File: config.mk
export PLATFORM = sky130hd
export DESIGN_NAME = data_bus_if
export DESIGN_NICKNAME = d
export VERILOG_FILES = /design/src/rtl/data_bus_if.sv
export SDC_FILE = /design/constraint.sdc
export NUM_CORES = 1
export LEC_CHECK = 0
export CORE_UTILIZATION = 44
export DETAILED_ROUTE_END_ITERATION = 12
export PLACE_DENSITY = 0.86
export SETUP_SLACK_MARGIN = 0.02
export SYNTH_ARGS = -nofsm -noshare
export SYNTH_HDL_FRONTEND = slang
export SYNTH_SLANG_ARGS = --single-unit
File: constraint.sdc
create_clock -name clk -period 2.9 [get_ports clk]
set_input_delay 0.58 -clock clk [delete_from_list [all_inputs] [get_ports clk]]
set_output_delay 0.58 -clock clk [all_outputs]
set_load 0.005 [all_outputs]
File: src/rtl/data_bus_if.sv
// Data-side bus interface: turns the memory stage's combinational request into a
// single-beat Wishbone B3 classic cycle and stalls the pipeline until it completes.
module data_bus_if #(
    parameter int unsigned TIMEOUT = 255,
    parameter int unsigned CNT_W   = 8
) (
    input  logic        clk,
    input  logic        rst,
    input  logic        mem_ce,
    input  logic        mem_we,
    input  logic [31:0] mem_addr,
    input  logic [3:0]  mem_sel,
    input  logic [31:0] mem_data,
    output logic [31:0] mem_rdata,
    output logic        stall_req,
    input  logic        stall_i,
    input  logic        flush,
    output logic        bus_err,
    output logic        wb_cyc_o,
    output logic        wb_stb_o,
    output logic        wb_we_o,
    output logic [31:0] wb_adr_o,
    output logic [3:0]  wb_sel_o,
    output logic [31:0] wb_dat_o,
    input  logic [31:0] wb_dat_i,
    input  logic        wb_ack_i,
    output logic [1:0]  o_dbg_state
);

    // Handshake: a request is taken when mem_ce=1 and flush=0 in IDLE; the memory
    // stage holds it (stall_req=1) until the cycle in which wb_ack_i=1 returns data.
    typedef enum logic [1:0] {
        ST_IDLE       = 2'd0,
        ST_BUSY       = 2'd1,
        ST_WAIT_STALL = 2'd2
    } state_t;

    localparam int unsigned       TO_LAST_I = (TIMEOUT == 0) ? 0 : TIMEOUT - 1;
    localparam logic [CNT_W-1:0]  TO_LAST   = CNT_W'(TO_LAST_I);

    state_t             r_state;
    state_t             w_next_state;
    logic               r_cyc;
    logic               r_stb;
    logic               r_we;
    logic [31:0]        r_adr;
    logic [3:0]         r_sel;
    logic [31:0]        r_dat;
    logic [31:0]        r_rdata;
    logic [CNT_W-1:0]   r_cnt;
    logic               r_bus_err;

    logic               w_issue;
    logic               w_ack_take;
    logic               w_abort;
    logic               w_drop;
    logic               w_timeout_hit;

    always_comb begin
        w_next_state  = r_state;
        w_issue       = 1'b0;
        w_ack_take    = 1'b0;
        w_abort       = 1'b0;
        w_drop        = 1'b0;
        stall_req     = 1'b0;
        mem_rdata     = 32'h0;
        w_timeout_hit = (TIMEOUT != 0) && (r_cnt == TO_LAST);

        case (r_state)
            ST_IDLE: begin
                stall_req = mem_ce & ~flush;
                if (mem_ce && !flush) begin
                    w_issue      = 1'b1;
                    w_next_state = ST_BUSY;
                end
            end
            ST_BUSY: begin
                // flush outranks both ack and timeout
                if (flush) begin
                    w_drop       = 1'b1;
                    w_next_state = ST_IDLE;
                end else if (wb_ack_i) begin
                    mem_rdata    = wb_dat_i;
                    w_ack_take   = 1'b1;
                    w_drop       = 1'b1;
                    w_next_state = stall_i ? ST_WAIT_STALL : ST_IDLE;
                end else begin
                    stall_req = 1'b1;
                    if (w_timeout_hit) begin
                        w_abort      = 1'b1;
                        w_drop       = 1'b1;
                        w_next_state = ST_IDLE;
                    end
                end
            end
            ST_WAIT_STALL: begin
                if (flush) begin
                    w_next_state = ST_IDLE;
                end else begin
                    mem_rdata = r_rdata;
                    if (!stall_i) begin
                        w_next_state = ST_IDLE;
                    end
                end
            end
            default: begin
                w_next_state = ST_IDLE;
            end
        endcase
    end

    always_ff @(posedge clk) begin
        if (rst) begin
            r_state <= ST_IDLE;
        end else begin
            r_state <= w_next_state;
        end
    end

    always_ff @(posedge clk) begin
        if (rst) begin
            r_cyc     <= 1'b0;
            r_stb     <= 1'b0;
            r_we      <= 1'b0;
            r_adr     <= 32'h0;
            r_sel     <= 4'h0;
            r_dat     <= 32'h0;
            r_rdata   <= 32'h0;
            r_cnt     <= '0;
            r_bus_err <= 1'b0;
        end else begin
            r_bus_err <= w_abort;
            if (w_issue) begin
                r_cyc <= 1'b1;
                r_stb <= 1'b1;
                r_we  <= mem_we;
                r_adr <= mem_addr;
                r_sel <= mem_sel;
                r_dat <= mem_data;
                r_cnt <= '0;
            end else if (w_drop) begin
                r_cyc <= 1'b0;
                r_stb <= 1'b0;
            end else if (r_state == ST_BUSY) begin
                r_cnt <= r_cnt + CNT_W'(1);
            end
            if (w_ack_take) begin
                r_rdata <= wb_dat_i;
            end
        end
    end

    assign wb_cyc_o    = r_cyc;
    assign wb_stb_o    = r_stb;
    assign wb_we_o     = r_we;
    assign wb_adr_o    = r_adr;
    assign wb_sel_o    = r_sel;
    assign wb_dat_o    = r_dat;
    assign bus_err     = r_bus_err;
    assign o_dbg_state = r_state;

endmodule

# After elaboration in Yosys (flattened, before gate mapping)
# Index checks and enable logic that the tools add are counted.
# word_totals
reg_bits,113
input_bits,107
output_inout_bits,107
word_cells,54
# classes
addsub,1
eq_ne,6
muxes,26
bitwise_logic,4
n_reduce_logical,8
# op_table
op,count
$mux 32,3
$pmux 32 s2,1
$mux 2,7
$mux 1,13
$add 8x1->8 const B,1
$eq 8x8->1 const B,1
$pmux 2 s3,1
$ne 4x4->1 const B,1
$reduce_or 4->1,1
$ne 3x3->1 const B,1
$not 1->1,3
$reduce_and 3->1,1
$eq 2x1->1 const B,1
$eq 2x2->1 const B,1
$logic_not 2->1,1
$ne 2x2->1 const B,1
$pmux 1 s2,1
$reduce_and 2->1,1
$reduce_bool 2->1,1
$reduce_or 2->1,1
$and 1x1->1,1
$logic_and 1x1->1,1
$logic_not 1->1,1

# Depth between registers and ports, before layout
# logic_depth
ltp_word,7
ltp_mapped,8
mapped_depth_nobuf,6

# Least setup slack after synthesis
# OpenSTA, ideal clock, no wires.
# synth_timing
path_type,reg-to-output
startpoint,"register r_state[1], in the netlist o_dbg_state[1]"
endpoint,output mem_rdata[0]
arrival_time_ns,1.483
t_required_ns,2.320
setup_slack_ns,0.837
path_stages_with_launch,8
path_buffers,1
path_cell_list,dfxtp_1 > inv_1 > ha_1 > inv_1 > nor3b_1 > buf_2 > nand2_1 > a21boi_0
# synth_via
elab_chain_cells,2
word_cells_on_any_way,3
cone_classes,2 x eq/ne; 1 x mux
# synth_lines
item,line,text
"start, declared",41,state_t r_state;
"start signal, assigned",116,r_state <= w_next_state;
$eq 2x2->1 / $eq 2x1->1 (equally long branches),69,case (r_state)
$pmux 32 s2 (*),69,
"end, declared",14,"output logic [31:0] mem_rdata,"
# Mark *: on every way between the ends. The rest lies on a longest branch, timed or not.

# Worst setup path after layout
# layout_timing
startpoint,"register r_state[1], in the netlist o_dbg_state[1]"
endpoint,output mem_rdata[10]
# The elaborated chain is that of the path after synthesis.

==> metrics.yaml <==
utilization: 0.750
relSlewSlack: 0.526
fin_nets: 901
regArea_um2: 2260
drive_gt1_frac: 0.0737
diodes: 0
syn_inst: 586
place_area_um2: 6790
synthArstFlopShare: 0
cts_buffers: 17
maxSlewViolCount: 0
tightest_slew_ps: 710
period_share: 0.947
num_rows: 36
setup.worst_path.end_class: "primary output"
power_uw: 4110
dr_total_vias: 4714
worst_ep_arrival_time_ps: 2170
clkPwrFrac: 0.492
gp_congestion: 0.796
power_density_nw_per_um2: 556
ant_nets: 0
power_frac_seq: 0.399
syn_area_per_cell_um2: 7.73
layout_commonest_cell: "nand2_1"
start_util: 0.459
grt_max_degree: 73
cts_tree: "done"
multi_input_area_um2: 2110
synth.distinct_cells: 36
synth_top_area_share: 0.499
crit_path_max_incr_delay_ps: 330
crit_family: "buffers and inverters"
synth_area_leaders: "dfxtp_1, nand2_1, a21oi_1, a21boi_0, clkbuf_1"
yosysSeqAreaShare: 0.499
fillCellCount: 694
status: "completed"
ys.flop_type: "dfxtp_1"
drt_iter0_drc: 146
die_area_um2: 10700
syn_to_final_growth_pct: 63.3
cts.sinks: 113
synth_warnings: 0
synth-edff-count: 0
wl_per_cell_um: 14.4
synthesis.area_um2: 4530
period_needed_ps: 2750
grt.total_usage: 0.246
h-tree-depth: 4
critPathMaxFanout: 16
p_leak_uw: 0.00270
cp_slowest_cell: "dfxtp_1"
report.final.setup_viol: 0
synth_top_cell_by_area: "dfxtp_1"
ys_seq_elements: 113
ioPinCount: 214
rsz0062_at_grt: "yes"
crit_type: "flop to primary output"
worst_hold_slack_ps: 450
crit_chain: "inv_2 -> ha_4 -> inv_1 -> nor3b_4 -> buf_6 -> buf_16 -> nand2_1 -> a21boi_1 -> dlygate4sd2_1"
final_cell_area_um2: 7400
pre_cts_slack_ps: -150
hold_path_class: "flop to flop"
grt_pass1_vias: 4451
hpwl_um: 9200
critPathLaunchType: "flop"
cp_num_buf_inv: 5
fmax_mhz: 364
worstPathRequired_ps: 2320
hold_violations: 0
maxCapViolations: 0
layout_setup_ws_ps: 155
clk_pin_slew_ps: 60
swShare: 0.217
clock_path_buffers: 2
final_cell_mix: "nand2_1, clkdlybuf4s50_1, dfxtp_1"
intPower_uw: 3220
synth_nets: 698
switchingPower_uw: 893
cts_hold_buffers: 0
grt_overflow: 0
ir_drop_v: 0.000429
io_buffer_count: 213
drt_pre_antenna_iters: 5
clock_latency_ps: 500
totalWireLength_um: 13400
grt_pass1_wl_um: 20300
combPwrFrac: 0.109
cts_root_buf: "clkbuf_8"
antenna_found_initial: 0
die_h_um: 103
die_w_um: 103
skew_ps: 8.48
core_area_um2: 9860
vias_per_cell: 5.05
drc: 0
what timing repair did:
item	in CTS	in global routing
cloned	1	0
endpoints found under the setup margin	32	14
pin swaps	1	0
buffers inserted	2	0
gates resized for setup	47	16
final timing paths:
path / startpoint / end / slack [ps] / depth (start not counted)
max reg2reg: o_dbg_state[0]$_SDFFE_PP0P_ / r_cnt[1]$_SDFFE_PP0P_ / 750 / 7
max: o_dbg_state[1]$_SDFFE_PP0P_ / mem_rdata[10] / 150 / 9
min: wb_dat_o[7]$_SDFFE_PP0P_ / wb_dat_o[7]$_SDFFE_PP0P_ / 450 / 2
min reg2reg: wb_dat_o[7]$_SDFFE_PP0P_ / wb_dat_o[7]$_SDFFE_PP0P_ / 450 / 2
Yosys cell counts (all sizes together), types with 4 or more instances:
cell type	count
inv	5
dfxtp	113
nand2	236
a21oi	104
xnor2	4
clkbuf	30
a21boi	32
nor2	10
buf	13
ha	5
area by class of cell:
cell class / count / area share
flip-flops and latches: 113 / 0.306
clock inverters: 11 / 0.0186
multi-input cells: 425 / 0.285
repair buffers: 227 / 0.305
inverters: 5 / 0.00254
clock buffers: 20 / 0.0602
well taps: 133 / 0.0225
flip-flops by register name, summed over array words and instances, names as in the netlist:
register,count
o_dbg_state,2
wb_stb_o,1
r_cnt,8
wb_adr_o,32
wb_dat_o,32
wb_sel_o,4
wb_we_o,1
bus_err,1
r_rdata,32
per-layer routing:
metal / wire, µm / up-vias / global-route usage
li1: - / 2333 / -
met1: 5130 / 2146 / 0.260
met2: 6700 / 202 / 0.437
met3: 1200 / 33 / 0.0901
met4: 379 / 0 / 0.115
met5: 0 / - / 0
per-stage QoR:
| step | setup TNS (ps) | cells |
|---|---|---|
| 3_5_place_dp | -1430 | 900 |
| 2_1_floorplan | 0 | 586 |
| 6_report | 0 | 934 |
| 4_1_cts | 0 | 934 |
| 5_1_grt | 0 | 934 |
| 3_3_place_gp | -278 | 900 |
worst min-delay path, stage by stage (launching register included):
cell	delay [ps]
dfxtp_1	300
nand2_1	50
a21oi_1	50
cell families after synthesis:
logic type	Yosys count	share of synthesized area
XOR/XNOR	7	0.0135
AO/OA/AOI/OAI	148	0.198
adder cells (fa/ha/maj)	5	0.0138
AND/OR/NAND/NOR	265	0.232
buffers and inverters	48	0.0428
flip-flops	113	0.499
power by group through the flow:
stage,registers [µW],logic (µW),clock network [µW]
detailed placement,1670,442,0
CTS,1640,450,2060
global placement,1670,431,0
global route,1650,486,2140
floorplan,1670,150,0
finish,1640,448,2020
No activity file was read; power rests on OpenSTA's default activity.
